`config.mk`:
```
export PLATFORM = sky130hd
export DESIGN_NAME = stack_tracker
export DESIGN_NICKNAME = d
export VERILOG_FILES = /design/src/rtl/stack_tracker.sv
export SDC_FILE = /design/constraint.sdc
export NUM_CORES = 1
export LEC_CHECK = 0
export ABC_CLOCK_PERIOD_IN_PS = 3300
export CAP_MARGIN = 20
export CORE_UTILIZATION = 52
export DETAILED_ROUTE_END_ITERATION = 16
export GPL_TIMING_DRIVEN = 0
export HOLD_SLACK_MARGIN = 0.05
export PLACE_DENSITY = 0.81
export SLEW_MARGIN = 5
export SYNTH_ARGS = -nofsm -noshare
export SYNTH_HDL_FRONTEND = slang
export SYNTH_SLANG_ARGS = --single-unit
```
`constraint.sdc`:
```
create_clock -name clk -period 3.3 [get_ports clk]
set_input_delay 0.495 -clock clk [delete_from_list [all_inputs] [get_ports clk]]
set_output_delay 0.495 -clock clk [all_outputs]
set_load 0.01 [all_outputs]
```
`src/rtl/stack_tracker.sv`:
```
// Stacking-game tracker: catches/misses a falling item against a player tower, keeps score and lives.
// Optional macro COLOR_MATCH_BONUS_EN: a same-colour landing on a non-empty tower scores 2 instead of 1.
module stack_tracker #(
    parameter int unsigned SCREEN_H     = 480,
    parameter int unsigned PLAT_Y       = 440,
    parameter int unsigned ITEM_H       = 16,
    parameter int unsigned CATCH_HALF_W = 24,
    parameter int unsigned MAX_STACK    = 8,
    parameter int unsigned LIVES        = 3
) (
    input  logic       clk,
    input  logic       rst,
    input  logic       pause,
    input  logic       item_valid,
    input  logic [9:0] item_x,
    input  logic [9:0] item_y,
    input  logic [1:0] item_color,
    input  logic [9:0] player_x,
    output logic       land_pulse,
    output logic       miss_pulse,
    output logic       respawn,
    output logic [3:0] stack_height,
    output logic [1:0] top_color,
    output logic [9:0] surface_y,
    output logic [7:0] score,
    output logic [1:0] lives,
    output logic       game_over
);

    localparam int unsigned IDXW = (MAX_STACK > 1) ? $clog2(MAX_STACK) : 1;

    typedef enum logic [1:0] {
        S_TRACK = 2'd0,
        S_LAND  = 2'd1,
        S_MISS  = 2'd2,
        S_OVER  = 2'd3
    } state_t;

    state_t      r_state;
    state_t      w_next;

    logic [3:0]  r_height;
    logic [1:0]  r_colors [MAX_STACK];
    logic [1:0]  r_item_color;
    logic [9:0]  r_surface_y;
    logic [7:0]  r_score;
    logic [1:0]  r_lives;
    logic        r_game_over;
    logic        r_land_pulse;
    logic        r_miss_pulse;
    logic        r_respawn;

    logic [10:0] w_bottom;
    logic [10:0] w_dx;
    logic [10:0] w_adx;
    logic        w_catch;
    logic        w_missed;
    logic [1:0]  w_top;
    logic        w_tower;
    logic [3:0]  w_height_next;
    logic [8:0]  w_add;
    logic [8:0]  w_score_sum;

    // Catch/miss geometry; the x distance is taken as an 11-bit magnitude
    assign w_bottom = {1'b0, item_y} + 11'(ITEM_H);
    assign w_dx     = {1'b0, item_x} - {1'b0, player_x};
    assign w_adx    = w_dx[10] ? (11'd0 - w_dx) : w_dx;
    assign w_catch  = (w_bottom >= {1'b0, r_surface_y}) && (w_adx <= 11'(CATCH_HALF_W));
    assign w_missed = ({1'b0, item_y} >= 11'(SCREEN_H));

    always_comb begin
        w_top = 2'd0;
        if (r_height != 4'd0) begin
            w_top = r_colors[IDXW'(r_height - 4'd1)];
        end
    end

    assign w_tower       = ((r_height + 4'd1) == 4'(MAX_STACK));
    assign w_height_next = w_tower ? 4'd0 : (r_height + 4'd1);

    always_comb begin
        w_add = 9'd1;
`ifdef COLOR_MATCH_BONUS_EN
        if ((r_height != 4'd0) && (r_item_color == w_top)) begin
            w_add = 9'd2;
        end
`endif
        if (w_tower) begin
            w_add = w_add + 9'd4;
        end
        w_score_sum = {1'b0, r_score} + w_add;
    end

    always_ff @(posedge clk or negedge rst) begin
        if (!rst) begin
            r_state <= S_TRACK;
        end else begin
            r_state <= w_next;
        end
    end

    // LAND takes priority over MISS; LAND/MISS always complete in one cycle, even when paused
    always_comb begin
        w_next = r_state;
        case (r_state)
            S_TRACK: begin
                if (item_valid && !pause) begin
                    if (w_catch) begin
                        w_next = S_LAND;
                    end else if (w_missed) begin
                        w_next = S_MISS;
                    end
                end
            end
            S_LAND:  w_next = S_TRACK;
            S_MISS:  w_next = (r_lives <= 2'd1) ? S_OVER : S_TRACK;
            S_OVER:  w_next = S_OVER;
            default: w_next = S_TRACK;
        endcase
    end

    always_ff @(posedge clk or negedge rst) begin
        if (!rst) begin
            r_height     <= 4'd0;
            r_colors     <= '{default: 2'd0};
            r_item_color <= 2'd0;
            r_surface_y  <= 10'(PLAT_Y);
            r_score      <= 8'd0;
            r_lives      <= 2'(LIVES);
            r_game_over  <= 1'b0;
            r_land_pulse <= 1'b0;
            r_miss_pulse <= 1'b0;
            r_respawn    <= 1'b0;
        end else begin
            r_land_pulse <= 1'b0;
            r_miss_pulse <= 1'b0;
            r_respawn    <= 1'b0;
            if ((r_state == S_TRACK) && (w_next == S_LAND)) begin
                r_item_color <= item_color;
            end
            case (r_state)
                S_LAND: begin
                    r_colors[IDXW'(r_height)] <= r_item_color;
                    r_height     <= w_height_next;
                    r_surface_y  <= 10'(PLAT_Y) - 10'(w_height_next * ITEM_H);
                    r_score      <= w_score_sum[8] ? 8'd255 : w_score_sum[7:0];
                    r_land_pulse <= 1'b1;
                    r_respawn    <= 1'b1;
                end
                S_MISS: begin
                    if (r_lives != 2'd0) begin
                        r_lives <= r_lives - 2'd1;
                    end
                    if (r_lives <= 2'd1) begin
                        r_game_over <= 1'b1;
                    end
                    r_miss_pulse <= 1'b1;
                    r_respawn    <= 1'b1;
                end
                default: ;
            endcase
        end
    end

    assign land_pulse   = r_land_pulse;
    assign miss_pulse   = r_miss_pulse;
    assign respawn      = r_respawn;
    assign stack_height = r_height;
    assign top_color    = w_top;
    assign surface_y    = r_surface_y;
    assign score        = r_score;
    assign lives        = r_lives;
    assign game_over    = r_game_over;

endmodule

```
# After elaboration in Yosys (flattened, before gate mapping)

Cells that the tools add are included.

Output and inout port bits: 30
Register bits: 48
Logic and storage cells: 70
Bits of input ports: 36

Reduce and logical (&&, ||, !) cells: 11
Eq/ne operators: 5
Bitwise logic cells: 2
Order comparisons: 7
Mux-type cells: 19
$add $sub $neg: 8

Operators with widths:

| cell                                                             | number |
|---|---|
| bitwise mux 16 bit                                               | 1 |
| 2-to-1 mux 2 bit                                                 | 8 |
| adder 10 x 5 -> 11 bit (second input constant)                   | 1 |
| >= comparator 11 x 10 -> 1 bit                                   | 1 |
| less-or-equal comparator 11 x 5 -> 1 bit (second input constant) | 1 |
| 2-to-1 mux 11 bit                                                | 1 |
| subtractor 1 x 11 -> 11 bit (first input constant)               | 1 |
| subtractor 10 x 10 -> 11 bit                                     | 1 |
| >= comparator 10 x 9 -> 1 bit (second input constant)            | 1 |
| subtractor 9 x 8 -> 10 bit (first input constant)                | 1 |
| adder 8 x 9 -> 9 bit                                             | 1 |
| >= comparator 4 bit (second input constant)                      | 2 |
| 2-to-1 mux 8 bit                                                 | 1 |
| NOT 3 -> 4 bit                                                   | 2 |
| one-hot mux 2 bit (4 select lines)                               | 1 |
| binary-select mux 2 bit (select 3 bit)                           | 1 |
| demux 2 bit (select 3 bit)                                       | 1 |
| adder 4 x 1 -> 4 bit (second input constant)                     | 1 |
| == test 2 x 1 -> 1 bit (second input constant)                   | 2 |
| == test 2 bit (second input constant)                            | 2 |
| == test 4 bit (second input constant)                            | 1 |
| logical AND 1 bit                                                | 4 |
| < comparator 4 x 1 -> 1 bit (second input constant)              | 1 |
| 2-to-1 mux 4 bit                                                 | 1 |
| other kinds (11)                                                 | 14 |

# Depth between registers and ports, before layout

Word-level depth: 10
Depth in mapped cells: 12
Mapped depth without buffers: 12

# Least setup slack after synthesis

Ideal clock, no wire load.

Path type: input to register
Start point: input port item_x[0]
End point: register r_state[1]
Stages on the path: 12
Path buffers: 0
Setup time: 0.129 ns
Path slack: 0.311 ns
Arrival: 2.860 ns
Required time: 3.171 ns
Cell sequence: inv_1 -> ha_1 -> inv_1 -> fa_1 -> a21o_1 -> and4_1 -> or3_2 -> a2111o_1 -> o211ai_1 -> nand2_1 -> or2_1 -> o2bb2ai_1

Word-level cells in the longest chain between the ends: 8

RTL lines:

| what                                       | line | source |
|---|---|---|
| from (decl)                                | 15   | `input logic [9:0] item_x,` |
| subtractor 10 x 10 -> 11 bit *             | 66   | `assign w_dx = {1'b0, item_x} - {1'b0, player_x};` |
| subtractor 1 x 11 -> 11 bit                | 67   | `assign w_adx = w_dx[10] ? (11'd0 - w_dx) : w_dx;` |
| 2-to-1 mux 11 bit *                        | 67   |  |
| less-or-equal comparator 11 x 5 -> 1 bit * | 68   | `assign w_catch = (w_bottom >= {1'b0, r_surface_y}) && (w_adx <= 11'(CATCH_HALF_W));` |
| logical AND 1 bit *                        | 68   |  |
| 2-to-1 mux 2 bit *                         | 108  | `if (w_catch) begin` |
| 2-to-1 mux 2 bit *                         | 107  | `if (item_valid && !pause) begin` |
| one-hot mux 2 bit (4 select lines) *       | 105  | `case (r_state)` |
| via w_next[1]                              | 40   | `state_t w_next;` |
| to (signal assigned)                       | 98   | `r_state <= w_next;` |
| to (decl)                                  | 39   | `state_t r_state;` |

Mark *: on every way through the listed nets, which the timed path passes. The rest lies on a longest branch.
A chain may end at the register's enable or synchronous reset.

# Worst setup path in the final report

Start point: register r_height[0] (netlist: stack_height[0])
End point: output port top_color[1]

Word-level cells in the longest chain between the ends: 6
Elaborated cells on any way between the ends: 7
Those cells by class: add/sub: 1; mux: 4; bitwise: 1; reduce/logical: 1

RTL lines:

| what                                                 | line | source |
|---|---|---|
| from (decl)                                          | 42   | `logic [3:0] r_height;` |
| from (signal assigned)                               | 144  | `r_height <= w_height_next;` |
| subtractor 3 x 1 -> 3 bit                            | 74   | `w_top = r_colors[IDXW'(r_height - 4'd1)];` |
| NOT 3 -> 4 bit (implied by the code)                 | 74   |  |
| binary-select mux 2 bit (select 3 bit)               | 74   |  |
| 2-to-1 mux 2 bit (implied by the code) (2 in series) | 74   |  |
| 2-to-1 mux 2 bit *                                   | 73   | `if (r_height != 4'd0) begin` |
| to (decl)                                            | 23   | `output logic [1:0] top_color,` |

Mark *: on every way between the ends. The rest lies on a longest branch, timed or not. The select of a mux whose other input is x is not followed.

==> results.toml <==
[clock_network]
cts_sinks = 42
cts_hold_buffers = 0
cts_made_buffers = 5
cts_buffer_depth = 2
insertion_delay_ns = 0.30
cts-root-buf = "clkbuf_8"
clk_pin_slew_ns = 0.08
htreeDepth = 2
cts_tree = "yes"

[timing]
setup-tns-final_ns = 0
slew_violations = 0
period_share_pct = 96.0
min_period_ns = 3.17
max_freq_mhz = 316
maxSlewHeadroom_pct = 61.3
worst_slew_pin_slew_ns = 0.577
holdWs_ns = 0.148
fin_skew_ns = 0.00559
setup_viol = 0
finalHoldViolCount = 0

[critical_path]
arrival_ns = 2.67
max_stage_delay_ns = 0.51
critPathKind = "reg -> out"
cp_max_fo = 9
cp-start-kind = "register"
cp_slowest_cell = "clkdlybuf4s50_1"
crit_path_end_kind = "output port"
critPathRequiredTime_ns = 2.80
reg2reg_slack_ns = 0.89
path_cells = "buf_6 -> inv_1 -> ha_2 -> mux4_2 -> nor2b_1 -> a311oi_1 -> a21oi_1 -> clkdlybuf4s50_1"

[placement]
gp_congestion = 0.851
io_buffers = 57
hpwl_microns = 5170

[floorplanning]
start_util_pct = 55.2
ios = 66
die_area_sq_mm = 0.00626
die_w_microns = 79.1
num_rows = 27
die_y_microns = 79.1
core-area_sq_mm = 0.00561

[power]
p_leak_nw = 1.78
max-vdd-ir-drop_uv = 284
power.density_mw_per_mm2 = 298
power_mw = 1.18

[drt]
vias_per_cell = 5.71
wl_per_cell_microns = 14.8
route.detailed.drc = 0
drtIter0Drc = 102
ant_nets = 0
first_pass_iters = 4
vias = 2640
wl_microns = 6850

[status]
outcome = "complete, no violations"

[hold_path]
hold_class = "in -> async"

[yosys]
synth.avg_cell_area_sq_um = 9.70
post_synth_instance_area_sq_mm = 0.00309
yosys-top-cells-area = "dfrtp_1 29%, ha_1 11%, mux2_2 6.2%, dfstp_2 5.1%, inv_1 3.6%"
synthArstFlopShare_pct = 100
ys_ff_latch = 42
synth_top_area_share_pct = 29.1
synth_cell_types = 66
synth_cells = 319
synth_top_flop_cell = "dfrtp_1"
ys_seq_area_share_pct = 34.2
yosysWarnings = 0
synth_edf_count = 0
yosys.area.top_type = "dfrtp_1"

[global_route]
track_usage_pct = 22.1
grt_max_degree = 24
antenna_found_initial = 0
first_global_vias = 2551
grt_pass1_wl_microns = 11000
gr-total-overflow = 0

[cells_and_area]
diodes = 0
drive_gt1_share_pct = 16.4
area_delta_synth_final_pct = 28.1
layout.nets = 454

[job]
drv_cap = 0
[worst max-delay path, delay by kind of cell (launching register included)]
family          cells  cell delay (ns)
compound gates      2             0.36
simple gates        1             0.15
flops               1             0.41
fa+ha+maj           1             0.38
buf+inv             3             0.76
mux                 1             0.32
[kinds of logic (layout without fill, tap and decap cells)]
kind of cell               count (synthesis)  after routing  synth area share [%]
and+or+nand+nor                           87             87                  14.8
muxes                                     24             24                  10.1
xor gates and xnor gates                  13             13                  3.68
buffers and inverters                     44            112                  6.63
other                                      2              5                 0.243
AOI/OAI and AO/OA                         78             78                  18.4
adders and majority gates                 29             29                  12.0
DFF                                       42             42                  34.2
[cell usage in the layout (no fill, tap or decap), types with 7 or more instances in the layout]
cell	n
dfrtp_1	35
nand2_1	21
o21ai_0	11
o21a_1	7
ha_1	26
nor2_1	14
nor3_1	7
xnor2_1	10
buf_4	10
a21oi_1	14
nand3_1	8
clkdlybuf4s50_1	54
inv_1	29
mux2_2	17
[final timing paths]
kind / depth (start not counted) / to / from
worst max-delay path: 8 / top_color[1] / stack_height[0]$_DFFE_PN0P_
worst min-delay path: 1 / score[0]$_DFFE_PN0P_ / rst
worst max register to register: 10 / score[3]$_DFFE_PN0P_ / stack_height[0]$_DFFE_PN0P_
worst min register to register: 1 / game_over$_DFFE_PN0P_ / game_over$_DFFE_PN0P_
max in group asynchronous: 2 / lives[0]$_DFFE_PN1P_ / rst
min in group clk: 1 / game_over$_DFFE_PN0P_ / game_over$_DFFE_PN0P_
[cells in the mapped netlist (4+ instances only)]
cell	number
a211o_1	4
a21oi_1	14
buf_4	7
dfrtp_1	36
dfstp_2	6
ha_1	28
inv_1	30
mux2_2	17
mux4_2	4
nand2_1	21
nand3_1	8
nand4_1	5
nor2_1	14
nor2b_1	4
nor3_1	8
o21a_1	7
o21ai_0	13
o31ai_1	4
or3_1	4
xnor2_1	10
[registers in the layout (all words and copies together), names as in the netlist]
| name | cells |
|---|---|
| game_over | 1 |
| land_pulse | 1 |
| lives | 2 |
| miss_pulse | 1 |
| r_colors | 16 |
| r_item_color | 2 |
| r_state | 2 |
| respawn | 1 |
| score | 8 |
| stack_height | 4 |
| surface_y | 4 |
[routing by layer]
layer | wire length, microns | vias up | GRT usage [%]
met2 | 3470 | 71 | 41.1
met3 | 322 | 9 | 3.10
li1 | - | 1290 | -
met1 | 2960 | 1270 | 26.1
met5 | 0 | - | 0
met4 | 94 | 0 | 6.91
[through the flow]
step           util, %  worst slack, ns  cell area, sq um  cells
6_report          70.7            0.131              3960    462
5_1_grt           70.7         -0.00454              3960    462
4_1_cts           69.5           0.0251              3900    459
3_5_place_dp      67.6           -0.318              3790    452
3_3_place_gp      67.2           -0.263              3770    451
2_1_floorplan        -            0.311              3110    322
[layout make-up]
cell class                 count  area, sq um
inverter                      30          113
tap                           72         90.1
clock inverter                 1         30.0
timing repair buffer          61          621
clock buffer                   7         76.3
fill                         448         1650
sequential                    42         1060
buffer                        13         96.3
multi-input combinational    236         1880
[repair_timing]
| item | 4_1_cts | 5_1_grt |
|---|---|---|
| resized for setup | 3 | 17 |
| pin swaps | 0 | 9 |
| buffers inserted | 0 | 3 |
| endpoints found under the setup margin | 5 | 6 |
[report_power, final]
| part | internal, mW | total (mW) | leakage [nW] | switching (mW) |
|---|---|---|---|---|
| logic | 0.132 | 0.268 | 1.17 | 0.136 |
| clock network | 0.226 | 0.396 | 0.0524 | 0.170 |
| registers | 0.515 | 0.515 | 0.553 | 0.000401 |
| total | 0.873 | 1.18 | 1.78 | 0.306 |
Power figures use the tool's default switching activity.
